===== src/rtl/btn_event_sched.sv =====
// rtl/btn_event_sched.sv - shared button debounce, press/long/release detection and round-robin event FIFO
// Auto-repeat events (type 11) exist only when BTN_REPEAT_EN is defined.
module btn_event_sched #(
  parameter int ID_W         = 2,
  parameter int TICK_DIV     = 17,
  parameter int LONG_TICKS   = 250,
  parameter int REPEAT_TICKS = 50,
  parameter int FIFO_DEPTH   = 4
) (
  input  logic                 clk,
  input  logic                 reset_p,
  input  logic [2**ID_W-1:0]   btn,
  output logic                 evt_valid,
  input  logic                 evt_ready,
  output logic [ID_W-1:0]      evt_id,
  output logic [1:0]           evt_type,
  output logic [2**ID_W-1:0]   btn_level,
  output logic                 overflow
);
  localparam int N_BTN = 2**ID_W;
  localparam int PTR_W = $clog2(FIFO_DEPTH);
  localparam logic [7:0] LONG_M1 = 8'(LONG_TICKS - 1);
`ifdef BTN_REPEAT_EN
  localparam logic REP_EN = 1'b1;
`else
  localparam logic REP_EN = 1'b0;
`endif
  // Type bit order: 0 press, 1 long, 2 release, 3 repeat
  localparam logic [3:0] TYPE_MASK = {REP_EN && (REPEAT_TICKS > 0), 3'b111};

  logic [N_BTN-1:0]    sync1, sync2, held, rise, long_hit, rep_hit;
  logic [TICK_DIV-1:0] div;
  logic                tick;
  logic [7:0]          hold [N_BTN];
  logic [3:0]          pend [N_BTN];
  logic [3:0]          set_v [N_BTN];
  logic [3:0]          clr_v [N_BTN];
  logic                ovf_hit;
  logic [ID_W-1:0]     rr, idx, gnt_id;
  logic [1:0]          gnt_type;
  logic                gnt_valid, wr_en, full, empty;
  logic [ID_W+1:0]     mem [FIFO_DEPTH];
  logic [PTR_W:0]      wr_ptr, rd_ptr;

  assign tick = &div;
  assign held = sync2 & btn_level;
  assign rise = sync2 & ~btn_level;

  always_ff @(posedge clk or posedge reset_p) begin
    if (reset_p) begin
      sync1     <= '0;
      sync2     <= '0;
      div       <= '0;
      btn_level <= '0;
    end else begin
      sync1 <= btn;
      sync2 <= sync1;
      div   <= div + TICK_DIV'(1);
      if (tick) btn_level <= sync2;
    end
  end

  always_ff @(posedge clk or posedge reset_p) begin
    if (reset_p) begin
      for (int b = 0; b < N_BTN; b++) hold[b] <= '0;
    end else if (tick) begin
      for (int b = 0; b < N_BTN; b++)
        if (held[b]) hold[b] <= (hold[b] == 8'hFF) ? 8'hFF : hold[b] + 8'd1;
        else         hold[b] <= '0;
    end
  end

  always_comb begin
    long_hit = '0;
    for (int b = 0; b < N_BTN; b++)
      long_hit[b] = tick & held[b] & (hold[b] == LONG_M1);
  end

`ifdef BTN_REPEAT_EN
  localparam logic [7:0] REP_M1 = 8'(REPEAT_TICKS - 1);
  logic [7:0] rep [N_BTN];

  always_comb begin
    rep_hit = '0;
    for (int b = 0; b < N_BTN; b++)
      rep_hit[b] = tick & held[b] & (hold[b] > LONG_M1) & (rep[b] == REP_M1);
  end

  always_ff @(posedge clk or posedge reset_p) begin
    if (reset_p) begin
      for (int b = 0; b < N_BTN; b++) rep[b] <= '0;
    end else if (tick) begin
      for (int b = 0; b < N_BTN; b++)
        if (!held[b] || long_hit[b] || rep_hit[b]) rep[b] <= '0;
        else if (hold[b] > LONG_M1)                rep[b] <= rep[b] + 8'd1;
    end
  end
`else
  assign rep_hit = '0;
`endif

  // Round-robin search from rr; lowest type code of the chosen button wins
  always_comb begin
    gnt_valid = 1'b0;
    gnt_id    = '0;
    gnt_type  = '0;
    idx       = '0;
    for (int i = 0; i < N_BTN; i++) begin
      idx = rr + ID_W'(i);
      if (!gnt_valid && (|pend[idx])) begin
        gnt_valid = 1'b1;
        gnt_id    = idx;
        if      (pend[idx][0]) gnt_type = 2'd0;
        else if (pend[idx][1]) gnt_type = 2'd1;
        else if (pend[idx][2]) gnt_type = 2'd2;
        else                   gnt_type = 2'd3;
      end
    end
  end

  assign wr_en = gnt_valid & ~full;

  // A set landing on a bit the arbiter clears this cycle is a fresh event, not an overflow
  always_comb begin
    ovf_hit = 1'b0;
    for (int b = 0; b < N_BTN; b++) begin
      set_v[b] = {rep_hit[b], tick & ~sync2[b] & btn_level[b], long_hit[b], tick & rise[b]} & TYPE_MASK;
      clr_v[b] = '0;
      if (wr_en && (gnt_id == ID_W'(b))) clr_v[b][gnt_type] = 1'b1;
      if (|(set_v[b] & pend[b] & ~clr_v[b])) ovf_hit = 1'b1;
    end
  end

  assign empty     = (wr_ptr == rd_ptr);
  assign full      = (wr_ptr[PTR_W] != rd_ptr[PTR_W]) && (wr_ptr[PTR_W-1:0] == rd_ptr[PTR_W-1:0]);
  assign evt_valid = ~empty;
  assign {evt_id, evt_type} = mem[rd_ptr[PTR_W-1:0]];

  always_ff @(posedge clk or posedge reset_p) begin
    if (reset_p) begin
      for (int b = 0; b < N_BTN; b++) pend[b] <= '0;
      for (int e = 0; e < FIFO_DEPTH; e++) mem[e] <= '0;
      wr_ptr   <= '0;
      rd_ptr   <= '0;
      rr       <= '0;
      overflow <= 1'b0;
    end else begin
      for (int b = 0; b < N_BTN; b++) pend[b] <= (pend[b] & ~clr_v[b]) | set_v[b];
      if (ovf_hit) overflow <= 1'b1;
      if (wr_en) begin
        mem[wr_ptr[PTR_W-1:0]] <= {gnt_id, gnt_type};
        wr_ptr                 <= wr_ptr + (PTR_W+1)'(1);
        rr                     <= gnt_id + ID_W'(1);
      end
      if (evt_valid && evt_ready) rd_ptr <= rd_ptr + (PTR_W+1)'(1);
    end
  end
endmodule

===== config.mk =====
export PLATFORM = sky130hd
export DESIGN_NAME = btn_event_sched
export DESIGN_NICKNAME = d
export VERILOG_FILES = /design/src/rtl/btn_event_sched.sv
export SDC_FILE = /design/constraint.sdc
export NUM_CORES = 1
export LEC_CHECK = 0
export CORE_MARGIN = 1.5
export CORE_UTILIZATION = 36
export CTS_CLUSTER_SIZE = 10
export DETAILED_ROUTE_END_ITERATION = 7
export GPL_ROUTABILITY_DRIVEN = 0
export GPL_TIMING_DRIVEN = 0
export PLACE_DENSITY = 0.53
export SETUP_SLACK_MARGIN = 0.02
export SYNTH_ARGS = -nofsm -noshare
export SYNTH_HDL_FRONTEND = slang
export SYNTH_SLANG_ARGS = --single-unit
export TNS_END_PERCENT = 20

===== constraint.sdc =====
create_clock -name clk -period 10.3 [get_ports clk]
set_clock_uncertainty 0.05 [all_clocks]
set_input_delay 1.545 -clock clk [delete_from_list [all_inputs] [get_ports clk]]
set_output_delay 1.545 -clock clk [all_outputs]
set_load 0.01 [all_outputs]

==> results of run 1 <==
[state kept, by name, summed over array words and instances, names as in the netlist]
name       count
div           17
sync2          4
mem           16
hold          32
rr             2
pend          16
btn_level      4
sync1          4
overflow       1
wr_ptr         3
rd_ptr         3
[worst paths after layout]
check                                        end  slack [ns]
setup / recovery            overflow$_DFFE_PP0P_        5.78
hold / removal                sync2[3]$_DFF_PP0_        0.30
setup reg to reg            overflow$_DFFE_PP0P_        5.78
hold reg to reg               sync2[3]$_DFF_PP0_        0.30
max in group asynchronous  rd_ptr[2]$_DFFE_PP0P_        7.99
min in group asynchronous     sync1[3]$_DFF_PP0_        1.52
[cell families after synthesis]
kind of cell,synth area share [%]
flops,46.7
mux,10.1
fa+ha+maj,3.44
compound gates,15.7
buf+inv,3.30
xor+xnor,3.53
simple gates,17.2
[metrics by stage]
step	setup slack (ns)	area, um^2
after floorplan	6.03	5460
after global placement	4.38	5850
after detailed placement	5.84	5880
after CTS	5.81	6160
after global routing	5.47	6160
final	5.78	6160
[metal layers]
metal | vias up | track usage [%] | share of wire [%]
met2 | 55 | 25.7 | 47
met3 | 16 | 3.82 | 3.0
li1 | 1999 | - | -
met4 | 0 | 5.48 | 1.7
met5 | - | 0 | 0
met1 | 2017 | 21.5 | 48
[layout make-up]
cell class / count / area (um^2) / share of cell area (%)
buffer: 19 / 90.1 / 1.46
clock buffer: 11 / 243 / 3.94
clock inverter: 4 / 31.3 / 0.508
inverter: 24 / 92.6 / 1.50
multi-input combinational: 386 / 2730 / 44.3
sequential: 102 / 2550 / 41.5
tap: 184 / 230 / 3.74
timing repair buffer: 17 / 188 / 3.05
[cell usage in the layout, fill, tap and decap left out, drive strengths merged, types with 4 or more instances in the layout]
| master | synthesis | final |
|---|---|---|
| a21oi | 25 | 25 |
| and3 | 17 | 17 |
| nor4 | 6 | 6 |
| inv | 24 | 25 |
| a21o | 5 | 5 |
| xnor2 | 15 | 15 |
| a22o | 18 | 18 |
| nand3 | 33 | 33 |
| dfrtp | 102 | 102 |
| ha | 15 | 15 |
| nor2 | 25 | 25 |
| buf | 7 | 8 |
| o31ai | 5 | 5 |
| o31a | 4 | 4 |
| or4 | 6 | 6 |
| mux4 | 20 | 20 |
| clkbuf | 12 | 23 |
| mux2 | 8 | 8 |
| o21ai | 56 | 56 |
| clkdlybuf4s50 | 0 | 16 |
| nand2b | 5 | 5 |
| nand2 | 72 | 72 |
| xor2 | 7 | 7 |
[critical path, stage by stage, from the launching register on]
cell	delay, ns
dfrtp_1	0.37
buf_2	0.26
buf_1	0.47
mux4_2	0.45
or4_4	0.58
nor2_2	0.20
o21ai_1	0.13
a22oi_1	0.74
and2_1	0.32
nand2b_1	0.10
a311o_1	0.34
or4_1	0.39
[synth_stat cells (all sizes together) (3+ instances only)]
master,instances
ha,15
o31ai,5
clkbuf,12
nand3,33
or3,3
dfrtp,102
nor3,3
mux4,20
nand4,3
inv,24
a21oi,25
o31a,4
o21ai,56
nor4,6
nand2b,5
and3,17
buf,7
nor2b,3
mux2,8
nand2,72
a41oi,3
xor2,7
nor2,25
a21o,5
xnor2,15
or4,6
a22o,18
[power by group through the flow]
| stage | Combinational (mW) | Sequential (mW) | Clock, mW |
|---|---|---|---|
| after floorplan | 0.00639 | 0.410 | 0 |
| after global placement | 0.0112 | 0.411 | 0 |
| after detailed placement | 0.0127 | 0.411 | 0 |
| after CTS | 0.0128 | 0.403 | 0.333 |
| after global routing | 0.0143 | 0.403 | 0.350 |
| final | 0.0118 | 0.403 | 0.320 |
==> results.json, run 1 <==
{
  "status": "complete, no violations",
  "hold_path_startpoint": "sync1[3]$_DFF_PP0_",
  "clk_transition_reported_paths_ns": 0.07,
  "start_util_pct": 37.2,
  "dr.pass1.iters": 4,
  "ys_seq_area_share_pct": 46.7,
  "final-hold-violation-count": 0,
  "maxCapViolCount": 0,
  "drv_slew": 0,
  "period_share_pct": 43.9,
  "fin_util_pct": 41.9,
  "whs_path_depth": 0,
  "clock_sinks": 102,
  "cts_max_path_buffers": 2,
  "drcViolationCount": 0,
  "num_antenna_cells": 0,
  "ys.flop_type": "dfrtp_1",
  "fillCellCount": 1388,
  "rsz0062_at_grt": "false",
  "p_int_uw": 576,
  "p_comb_share_pct": 1.6,
  "nets": 581,
  "area_growth_pct": 12.7,
  "rows": 44,
  "die_height_um": 126,
  "pwr-share-seq_pct": 54.8,
  "wl_per_cell_um": 15.8,
  "reg2reg_depth": 11,
  "antenna_found_initial": 0,
  "cts_resized": 0,
  "pwr-share-clk_pct": 43.6,
  "io_buffers": 16,
  "ant_nets": 0,
  "drt_iter0_drc": 213,
  "syn_inst": 531,
  "tightest_slew_ns": 0.929,
  "hpwl_mm": 8.41,
  "p_leak_nw": 2.67,
  "hold_path.class": "flop to flop",
  "htreeDepth": 3,
  "yosys-top-cells-area": "dfrtp_1 47%, mux4_2 7.0%, nand2_1 4.9%",
  "synth_cell_types": 56,
  "setup_tns_ns": 0,
  "synth_area_um2": 5460,
  "cp-start-kind": "flop",
  "startpoint": "rr[1]$_DFFE_PP0N_",
  "setup_viol": 0,
  "grt_pass1_wl_mm": 20.4,
  "critPathRequiredTime_ns": 10.48,
  "yosys_warnings": 0,
  "die-area_um2": 15900,
  "clock-root-buffer": "clkbuf_16",
  "synth_top_cell_by_area": "dfrtp_1",
  "postCtsSetupBuffers": 0,
  "peakVddDrop_mv": 0.0847,
  "crit_type": "flop to flop",
  "grt_pass1_vias": 4038,
  "numCtsBuffers": 9,
  "grt_overflow_total": 0,
  "r2r_start": "rr[1]$_DFFE_PP0N_",
  "place_inst": 732,
  "holdWs_ns": 0.303,
  "vias": 4087,
  "slew_headroom_pct": 38.0,
  "ctsHoldBuffers": 0,
  "fin_crit_ns": 4.52,
  "clkLatencyLatePin_ns": 0.35,
  "p_sw_share_pct": 21.7,
  "vias_per_cell": 5.47,
  "routed_wl_mm": 11.8,
  "cts_tree": "done",
  "synth-async-reset-ratio_pct": 100,
  "p_total_uw": 735,
  "clock.fmax_mhz": 221,
  "synth-edff-count": 0,
  "drive_gt1_share_pct": 9.77,
  "crit_path_end_kind": "flop",
  "p_switching_uw": 160,
  "fp.dieW_um": 126,
  "ios": 17,
  "synth_top_area_share_pct": 46.7,
  "syn_nets": 553,
  "crit_path_max_fanout": 10,
  "synth_area_per_cell_um2": 10.3,
  "grt_util_all_layers_pct": 16.1,
  "worstPathArrival_ns": 4.70,
  "layoutNonFillerInstCount": 747,
  "coreArea_um2": 14700,
  "power.density_nw_per_um2": 119,
  "synth-seq-cells": 102,
  "grt_max_degree": 67
}
Power figures use the tool's default switching activity.
==> inputs of run 2 (changes only) <==
==> constraint.sdc (replaced) <==
create_clock -name clk -period 4.65 [get_ports clk]
set_clock_uncertainty 0.05 [all_clocks]
set_input_delay 0.6975 -clock clk [delete_from_list [all_inputs] [get_ports clk]]
set_output_delay 0.6975 -clock clk [all_outputs]
set_load 0.01 [all_outputs]
==> run 2 against run 1 <==
Against the previous run: power is 120% higher; die area stayed put; combinational power increased by 120%; first-iteration DRC count is 3.8% lower; critical path depth down 1; non-clock buffer count shrank 1; register-to-register slack got worse by 5.4 ns; count of clock-buffer cells in the layout unchanged; highest routed layer unchanged.
==> results.json, run 2 (synthesis results as in run 1) <==
{
  "fin_crit_ns": 4.29,
  "grt_util_all_layers_pct": 16.1,
  "wl_per_cell_um": 15.8,
  "numCtsBuffers": 9,
  "clock_sinks": 102,
  "vias_per_cell": 5.48,
  "vias": 4090,
  "maxCapViolCount": 0,
  "num_antenna_cells": 0,
  "p_int_mw": 1.27,
  "status": "complete, no violations",
  "fin_util_pct": 42.0,
  "final_common_cell": "dfrtp_1",
  "die-area_um2": 15900,
  "power.density_nw_per_um2": 264,
  "grt_max_degree": 67,
  "p_leak_nw": 2.68,
  "setup_viol": 0,
  "coreArea_um2": 14700,
  "die_height_um": 126,
  "hold_path.class": "flop to flop",
  "largest_reg_flops": 32,
  "htreeDepth": 3,
  "crit_path_max_fanout": 19,
  "p_switching_uw": 352,
  "grt_overflow_total": 0,
  "hpwl_mm": 8.41,
  "cts_resized": 0,
  "tightest_slew_ns": 0.632,
  "fillCellCount": 1386,
  "rows": 44,
  "io_buffers": 16,
  "p_comb_share_pct": 1.6,
  "pwr-share-seq_pct": 54.9,
  "nets": 580,
  "peakVddDrop_mv": 0.187,
  "p_total_mw": 1.63,
  "antenna_found_initial": 0,
  "final-hold-violation-count": 0,
  "holdWs_ns": 0.304,
  "drcViolationCount": 0,
  "final_cell_mix": "102 x dfrtp_1, 72 x nand2_1, 53 x o21ai_0, 33 x nand3_1, 25 x a21oi_1",
  "routed_wl_mm": 11.8,
  "worstPathArrival_ns": 4.47,
  "clk_transition_reported_paths_ns": 0.07,
  "clkLatencyLatePin_ns": 0.35,
  "area_growth_pct": 12.9,
  "cts_tree": "done",
  "rsz0062_at_grt": "false",
  "period_share_pct": 92.3,
  "crit_path_end_kind": "flop",
  "drive_gt1_share_pct": 10.1,
  "clock-root-buffer": "clkbuf_16",
  "postCtsSetupBuffers": 0,
  "crit_type": "flop to flop",
  "fp.dieW_um": 126,
  "drv_slew": 0,
  "p_sw_share_pct": 21.6,
  "grt_pass1_wl_mm": 20.4,
  "pwr-share-clk_pct": 43.5,
  "drt_iter0_drc": 205,
  "cts_max_path_buffers": 2,
  "start_util_pct": 37.2,
  "slew_headroom_pct": 57.8,
  "clock.fmax_mhz": 233,
  "grt_pass1_vias": 4038,
  "cp-start-kind": "flop",
  "ctsHoldBuffers": 0,
  "top_register": "hold",
  "dr.pass1.iters": 4,
  "ant_nets": 0,
  "critPathRequiredTime_ns": 4.83,
  "reg_top3": "hold: 32 flops, div: 17 flops",
  "ios": 17
}
==> run 2: cell count changes in the layout (fill, tap and decap cells not counted) <==
cell	before	now
a22oi_2	0	1
clkbuf_2	0	1
nor4_4	1	2
a22oi_1	1	0
buf_1	2	0
nor4_2	1	0
==> run 2: cell type report <==
class	count	area [um^2]	area share (%)
Sequential cell	102	2550	41.4
Tap cell	184	230	3.73
Multi-Input combinational cell	386	2740	44.5
Clock buffer	11	243	3.94
Clock inverter	4	31.3	0.507
Timing Repair Buffer	17	188	3.04
Buffer	18	87.6	1.42
Inverter	24	92.6	1.50
==> run 2: per-layer routing <==
layer / part of all wire (%) / routed length, um / vias up / GRT usage, %
li1: - / - / 1997 / -
met1: 48 / 5680 / 2024 / 21.5
met2: 47 / 5540 / 54 / 25.7
met3: 3.2 / 380 / 15 / 3.82
met4: 1.7 / 200 / 0 / 5.48
met5: 0 / 0 / - / 0
==> run 2: metrics by stage <==
stage	worst slack [ns]	setup TNS, ns	area [um^2]	std cells
5_1_grt	0.142	0	6170	746
4_1_cts	0.160	0	6160	747
3_3_place_gp	-0.424	-42.34	5850	731
3_5_place_dp	0.190	0	5880	732
2_1_floorplan	0.859	0	5460	531
6_report	0.357	0	6170	746
==> run 2: power groups by stage <==
stage | Clock [mW] | Combinational (mW) | Sequential [mW]
after floorplan | 0 | 0.0141 | 0.909
after global placement | 0 | 0.0247 | 0.910
after detailed placement | 0 | 0.0281 | 0.910
after CTS | 0.738 | 0.0283 | 0.892
after global routing | 0.776 | 0.0316 | 0.893
final | 0.707 | 0.0263 | 0.893
==> run 2: worst max-delay path: stages (launching register included) <==
cell	delay [ns]
dfrtp_1	0.50
buf_6	0.27
mux4_2	0.59
or4_4	0.61
nor4_4	0.40
o21ai_1	0.14
o31a_1	0.19
o41ai_1	0.48
o22ai_1	0.16
o31a_1	0.27
or4_1	0.51
==> run 2: worst paths after layout <==
kind,slack [ns],endpoint,startpoint,depth (start not counted)
worst max-delay path,0.36,overflow$_DFFE_PP0P_,rr[0]$_DFFE_PP0N_,10
worst min-delay path,0.30,sync2[3]$_DFF_PP0_,sync1[3]$_DFF_PP0_,0
worst max register to register,0.36,overflow$_DFFE_PP0P_,rr[0]$_DFFE_PP0N_,10
worst min register to register,0.30,sync2[3]$_DFF_PP0_,sync1[3]$_DFF_PP0_,0
max in group asynchronous,3.18,rd_ptr[2]$_DFFE_PP0P_,reset_p,3
min in group asynchronous,0.67,sync1[3]$_DFF_PP0_,reset_p,2
